$ cat src/rtl/vga_plot_arbiter.sv
// rtl/vga_plot_arbiter.sv - round-robin arbiter sharing the VGA adapter pixel port
// Grants one drawing engine at a time, caps bursts, clips off-screen pixels, registers adapter outputs.
module vga_plot_arbiter #(
  parameter int NUM_REQ   = 3,
  parameter int MAX_BURST = 256
) (
  input  logic                   clk,
  input  logic                   rst_n,
  input  logic [NUM_REQ-1:0]     req,
  input  logic [NUM_REQ-1:0]     pix_valid,
  input  logic [8*NUM_REQ-1:0]   pix_x,
  input  logic [7*NUM_REQ-1:0]   pix_y,
  input  logic [3*NUM_REQ-1:0]   pix_colour,
  output logic [NUM_REQ-1:0]     gnt,
  output logic [7:0]             vga_x,
  output logic [6:0]             vga_y,
  output logic [2:0]             vga_colour,
  output logic                   vga_plot,
  output logic                   clipped,
  output logic                   busy
);

  localparam int IDXW = (NUM_REQ > 1) ? $clog2(NUM_REQ) : 1;

  typedef enum logic {IDLE, GRANT} state_t;

  state_t             state_q, state_d;
  logic [NUM_REQ-1:0] gnt_q, gnt_d;
  logic [IDXW-1:0]    owner_q, owner_d;
  logic [IDXW-1:0]    rr_q, rr_d;
  logic [15:0]        burst_q, burst_d;
  logic [7:0]         vx_q, vx_d;
  logic [6:0]         vy_q, vy_d;
  logic [2:0]         vc_q, vc_d;
  logic               plot_q, plot_d;
  logic               clip_q, clip_d;

  logic [IDXW-1:0]    win;
  logic [7:0]         cur_x;
  logic [6:0]         cur_y;
  logic [2:0]         cur_c;
  logic               accept;
  logic               others;
  logic [15:0]        burst_next;
  logic               hit_cap;
  logic               release_grant;

  // First requester at or after rr_q, scanning upward modulo NUM_REQ.
  always_comb begin
    int idx;
    logic found;
    win   = '0;
    found = 1'b0;
    idx   = 0;
    for (int k = 0; k < NUM_REQ; k++) begin
      idx = int'(rr_q) + k;
      if (idx >= NUM_REQ) idx = idx - NUM_REQ;
      if (!found && req[idx]) begin
        found = 1'b1;
        win   = IDXW'(idx);
      end
    end
  end

  always_comb begin
    cur_x         = pix_x[8*int'(owner_q) +: 8];
    cur_y         = pix_y[7*int'(owner_q) +: 7];
    cur_c         = pix_colour[3*int'(owner_q) +: 3];
    accept        = (state_q == GRANT) && gnt_q[owner_q] && pix_valid[owner_q];
    others        = |(req & ~gnt_q);
    burst_next    = (burst_q == 16'hFFFF) ? burst_q : burst_q + 16'd1;
    hit_cap       = accept && (burst_next == 16'(MAX_BURST));
    release_grant = !req[owner_q] || (hit_cap && others);
  end

  always_comb begin
    state_d = state_q;
    gnt_d   = gnt_q;
    owner_d = owner_q;
    rr_d    = rr_q;
    burst_d = burst_q;
    vx_d    = vx_q;
    vy_d    = vy_q;
    vc_d    = vc_q;
    plot_d  = 1'b0;
    clip_d  = 1'b0;
    case (state_q)
      IDLE: begin
        if (|req) begin
          state_d      = GRANT;
          gnt_d        = '0;
          gnt_d[win]   = 1'b1;
          owner_d      = win;
          rr_d         = (int'(win) == NUM_REQ - 1) ? '0 : IDXW'(int'(win) + 1);
          burst_d      = '0;
        end
      end
      GRANT: begin
        if (accept) begin
          // A full burst with nobody waiting just restarts the count.
          burst_d = (hit_cap && !others) ? 16'd0 : burst_next;
          if (cur_x < 8'd160 && cur_y < 7'd120) begin
            vx_d   = cur_x;
            vy_d   = cur_y;
            vc_d   = cur_c;
            plot_d = 1'b1;
          end else begin
            clip_d = 1'b1;
          end
        end
        if (release_grant) begin
          state_d = IDLE;
          gnt_d   = '0;
        end
      end
      default: begin
        state_d = IDLE;
        gnt_d   = '0;
      end
    endcase
  end

  always_ff @(posedge clk) begin
    if (!rst_n) begin
      state_q <= IDLE;
      gnt_q   <= '0;
      owner_q <= '0;
      rr_q    <= '0;
      burst_q <= '0;
      vx_q    <= '0;
      vy_q    <= '0;
      vc_q    <= '0;
      plot_q  <= 1'b0;
      clip_q  <= 1'b0;
    end else begin
      state_q <= state_d;
      gnt_q   <= gnt_d;
      owner_q <= owner_d;
      rr_q    <= rr_d;
      burst_q <= burst_d;
      vx_q    <= vx_d;
      vy_q    <= vy_d;
      vc_q    <= vc_d;
      plot_q  <= plot_d;
      clip_q  <= clip_d;
    end
  end

  assign gnt        = gnt_q;
  assign vga_x      = vx_q;
  assign vga_y      = vy_q;
  assign vga_colour = vc_q;
  assign vga_plot   = plot_q;
  assign clipped    = clip_q;
  assign busy       = (state_q == GRANT);

endmodule

$ cat config.mk
export PLATFORM = sky130hd
export DESIGN_NAME = vga_plot_arbiter
export DESIGN_NICKNAME = d
export VERILOG_FILES = /design/src/rtl/vga_plot_arbiter.sv
export SDC_FILE = /design/constraint.sdc
export NUM_CORES = 1
export LEC_CHECK = 0
export ABC_AREA = 0
export BUFFER_PORTS_ARGS = -buffer_cell sky130_fd_sc_hd__buf_4
export CAP_MARGIN = 5
export CORE_MARGIN = 2
export CORE_UTILIZATION = 40
export DETAILED_ROUTE_END_ITERATION = 8
export RECOVER_POWER = 100
export SYNTH_ARGS = -nofsm -noshare
export SYNTH_HDL_FRONTEND = slang
export SYNTH_SLANG_ARGS = --single-unit
$ cat constraint.sdc
create_clock -name clk -period 3.3 [get_ports clk]
set_input_delay 0.165 -clock clk [delete_from_list [all_inputs] [get_ports clk]]
set_output_delay 0.165 -clock clk [all_outputs]
set_load 0.005 [all_outputs]
==> qor.yml <==
reg2reg_from: "burst_q[0]"
start_util_pct: 40.7
setup_tns_ps: 0
rr_endpoint: "burst_q[0]"
finalWirelength_um: 7770
p_clk_share_pct: 30.2
dp.cells: 524
die_w_um: 89.5
async_reset_ff_share_pct: 0
min_from: "rst_n"
clock_sinks: 44
drtIter0Drc: 178
rsz0062_at_grt: "false"
clkTransAtPathRegs_ps: 90
post_cts_buffers: 0
maxCapViolCount: 0
rows: 31
ir_drop_uv: 149
critPathArrivalTime_ps: 3200
wl_per_cell_um: 14.6
grt_max_degree: 34
grt_pass1_wl_um: 12800
internal_power_mw: 0.812
synth_edf_count: 0
min_path_type: "in -> reg"
grt_overflow: 0
layout-drive-gt1-share_pct: 24.7
finalSetupViolations: 0
ys_warn_count: 0
crit_type: "reg -> reg"
p_leak_nw: 1.34
h-tree-depth: 2
swShare_pct: 27.5
place_area_um2: 3550
area_delta_synth_final_pct: 21.7
holdWs_ps: 90.4
seq_area_um2: 881
postCtsResizedCells: 0
period_share_pct: 91.4
ctsHoldBuffers: 0
clk_latency_ps: 300
switching_power_mw: 0.308
syn_inst: 359
status: "finished clean"
dpl.hpwl_um: 6020
power_density_nw_per_um2: 315
cts_buffers: 5
grt_pass1_vias: 2669
first_pass_iters: 4
die_area_um2: 8000
max_freq_mhz: 332
whs_endpoint: "vga_plot"
nFillCells: 739
cpPeakStageDelay_ps: 560
core_um2: 7180
io_pins: 86
ys_seq_area_share_pct: 30.1
fin_area_um2: 3550
syn_area_per_cell_um2: 8.14
netlist_area_um2: 2920
cp_max_fo: 15
report.final.slew_viol_count: 0
synth_fp_nets: 424
finalHoldViolations: 0
slew_headroom_pct: 38.7
r2r_slack_ps: 280
worstPathRequired_ps: 3480
ant_nets: 0
fin_nets: 497
whs_path_depth: 2
portBuffers: 85
pwr-share-comb_pct: 19.7
layout_min_cycle_time_ps: 3020
crit_chain: "ha_1 -> nand3_2 -> nor4_2 -> nor3b_1 -> o2111ai_1 -> nor4b_4 -> nand2b_4 -> o31ai_1"
slowest_stage: "nor4b_4"
via_per_inst: 5.43
via_count: 2891
tightest_slew_ps: 920
p_seq_share_pct: 50.1
startpoint_type: "register"
ys.flop_type: "dfxtp_1"
antenna_cells: 0
drc_errors: 0
gr-usage-all-layers_pct: 20.2
die_h_um: 89.5
end_kind: "register"
ys_types: 64
multiInputGateArea_um2: 1760
cts_tree: "yes"
globalplace.congestion: 0.855
final_cells: 532
skew_ps: 8.60
ys_ff_latch: 44
reg2reg_depth: 8
cts-root-buf: "clkbuf_8"
antenna_found_initial: 0
clk_path_buf_depth: 2
## sequential cells by signal (all words and copies together) (netlist names)
name        cells
vga_colour      3
owner_q         2
burst_q        16
clipped         1
vga_y           7
vga_plot        1
gnt             3
rr_q            2
busy            1
vga_x           8
## power groups by stage
| stage | combinational [mW] | sequential, mW | clock [mW] |
|---|---|---|---|
| global route | 0.247 | 0.564 | 0.369 |
| CTS | 0.227 | 0.561 | 0.349 |
| finish | 0.221 | 0.561 | 0.338 |
| floorplan | 0.134 | 0.566 | 0 |
| detailed placement | 0.226 | 0.573 | 0 |
| global placement | 0.224 | 0.573 | 0 |
## layout make-up
type	instances	share of cell area [%]
Clock buffer	7	2.15
Clock inverter	1	0.246
Inverter	13	1.37
Multi-Input combinational cell	273	49.6
Sequential cell	44	24.8
Tap cell	99	3.48
Timing Repair Buffer	95	18.4
## cell usage in the layout, fill, tap and decap left out, types with 3 or more instances in the layout
master,count
a211oi_1,16
nand2_1,22
dfxtp_1,44
clkbuf_8,5
o22a_1,3
clkbuf_4,11
nor2_1,49
or3_2,4
a21o_1,4
inv_1,13
buf_4,68
o31ai_1,4
o22ai_1,3
a21oi_1,31
clkbuf_1,15
nor4_1,5
ha_1,3
nand4_1,9
a2bb2oi_1,3
o21ai_0,14
mux2i_1,25
nor3_1,7
o21ai_2,3
nand3_1,13
## how the worst max path moves through the flow
| stage | start | end | slack, ps |
|---|---|---|---|
| 2_1_floorplan | burst_q[0] | burst_q[0] | 780 |
| 3_3_place_gp | burst_q[0] | burst_q[9] | 360 |
| 3_5_place_dp | burst_q[0] | burst_q[9] | 310 |
| 4_1_cts | burst_q[0] | burst_q[13] | 290 |
| 5_1_grt | burst_q[0] | burst_q[6] | 30 |
| 6_report | burst_q[0] | burst_q[0] | 280 |
## critical path, delay by kind of cell (launching register included)
kind	cells	cell delay [ps]
compound gates	2	300
fa+ha+maj	1	280
flops	1	470
simple gates	5	1850
## layer usage
layer | vias up | global-route usage [%] | routed length [um]
li1 | 1468 | - | -
met3 | 6 | 5.17 | 626
met4 | 0 | 4.07 | 50
met1 | 1308 | 29.4 | 3530
met5 | - | 0 | 0
met2 | 109 | 30.3 | 3570
## Yosys cell counts (2+ instances only)
cell type	number	area share, %
nand2_1	22	2.8
nand4_2	2	0.86
nand3_1	13	2.2
buf_2	6	1.0
o22ai_1	3	0.64
nor2b_1	2	0.43
o21ai_2	4	1.2
o22a_1	3	0.90
ha_1	3	1.3
o31ai_2	2	0.86
or3_1	2	0.43
or3_2	4	1.0
dfxtp_1	44	30
nand2b_1	2	0.43
and4b_1	2	0.69
clkbuf_8	7	3.3
and2_1	2	0.43
a211oi_1	16	4.1
o21ai_0	14	2.4
a21oi_1	31	5.3
or2_2	3	0.64
inv_1	13	1.7
a21o_1	4	1.0
a2bb2oi_1	3	0.90
o221ai_1	2	0.60
nor3b_1	2	0.51
mux2i_1	25	8.6
clkbuf_1	12	1.5
nand4_1	8	1.7
a31oi_1	2	0.43
a41oi_1	2	0.60
a22oi_1	2	0.51
nor2_1	49	6.3
and3_1	2	0.43
o31ai_1	3	0.77
buf_6	3	1.2
or4_1	2	0.51
xnor2_1	2	0.60
nor3_1	7	1.2
nor4_1	5	1.1
## logic make-up after synthesis
logic type,after synthesis,synth area share [%]
XOR/XNOR,3,0.900
multiplexers,25,8.57
adder cells (fa/ha/maj),3,1.28
AO/OA/AOI/OAI,102,23.7
AND/OR/NAND/NOR,140,26.6
flip-flops,44,30.1
buffers and inverters,42,8.82
## through the flow
step	util, %	setup WS, ps	power, mW
floorplan	-	783	0.700
global placement	49.5	356	0.798
detailed placement	49.5	310	0.799
CTS	50.7	289	1.14
global route	49.5	34.8	1.18
finish	49.5	284	1.12
Power figures use the tool's default switching activity.
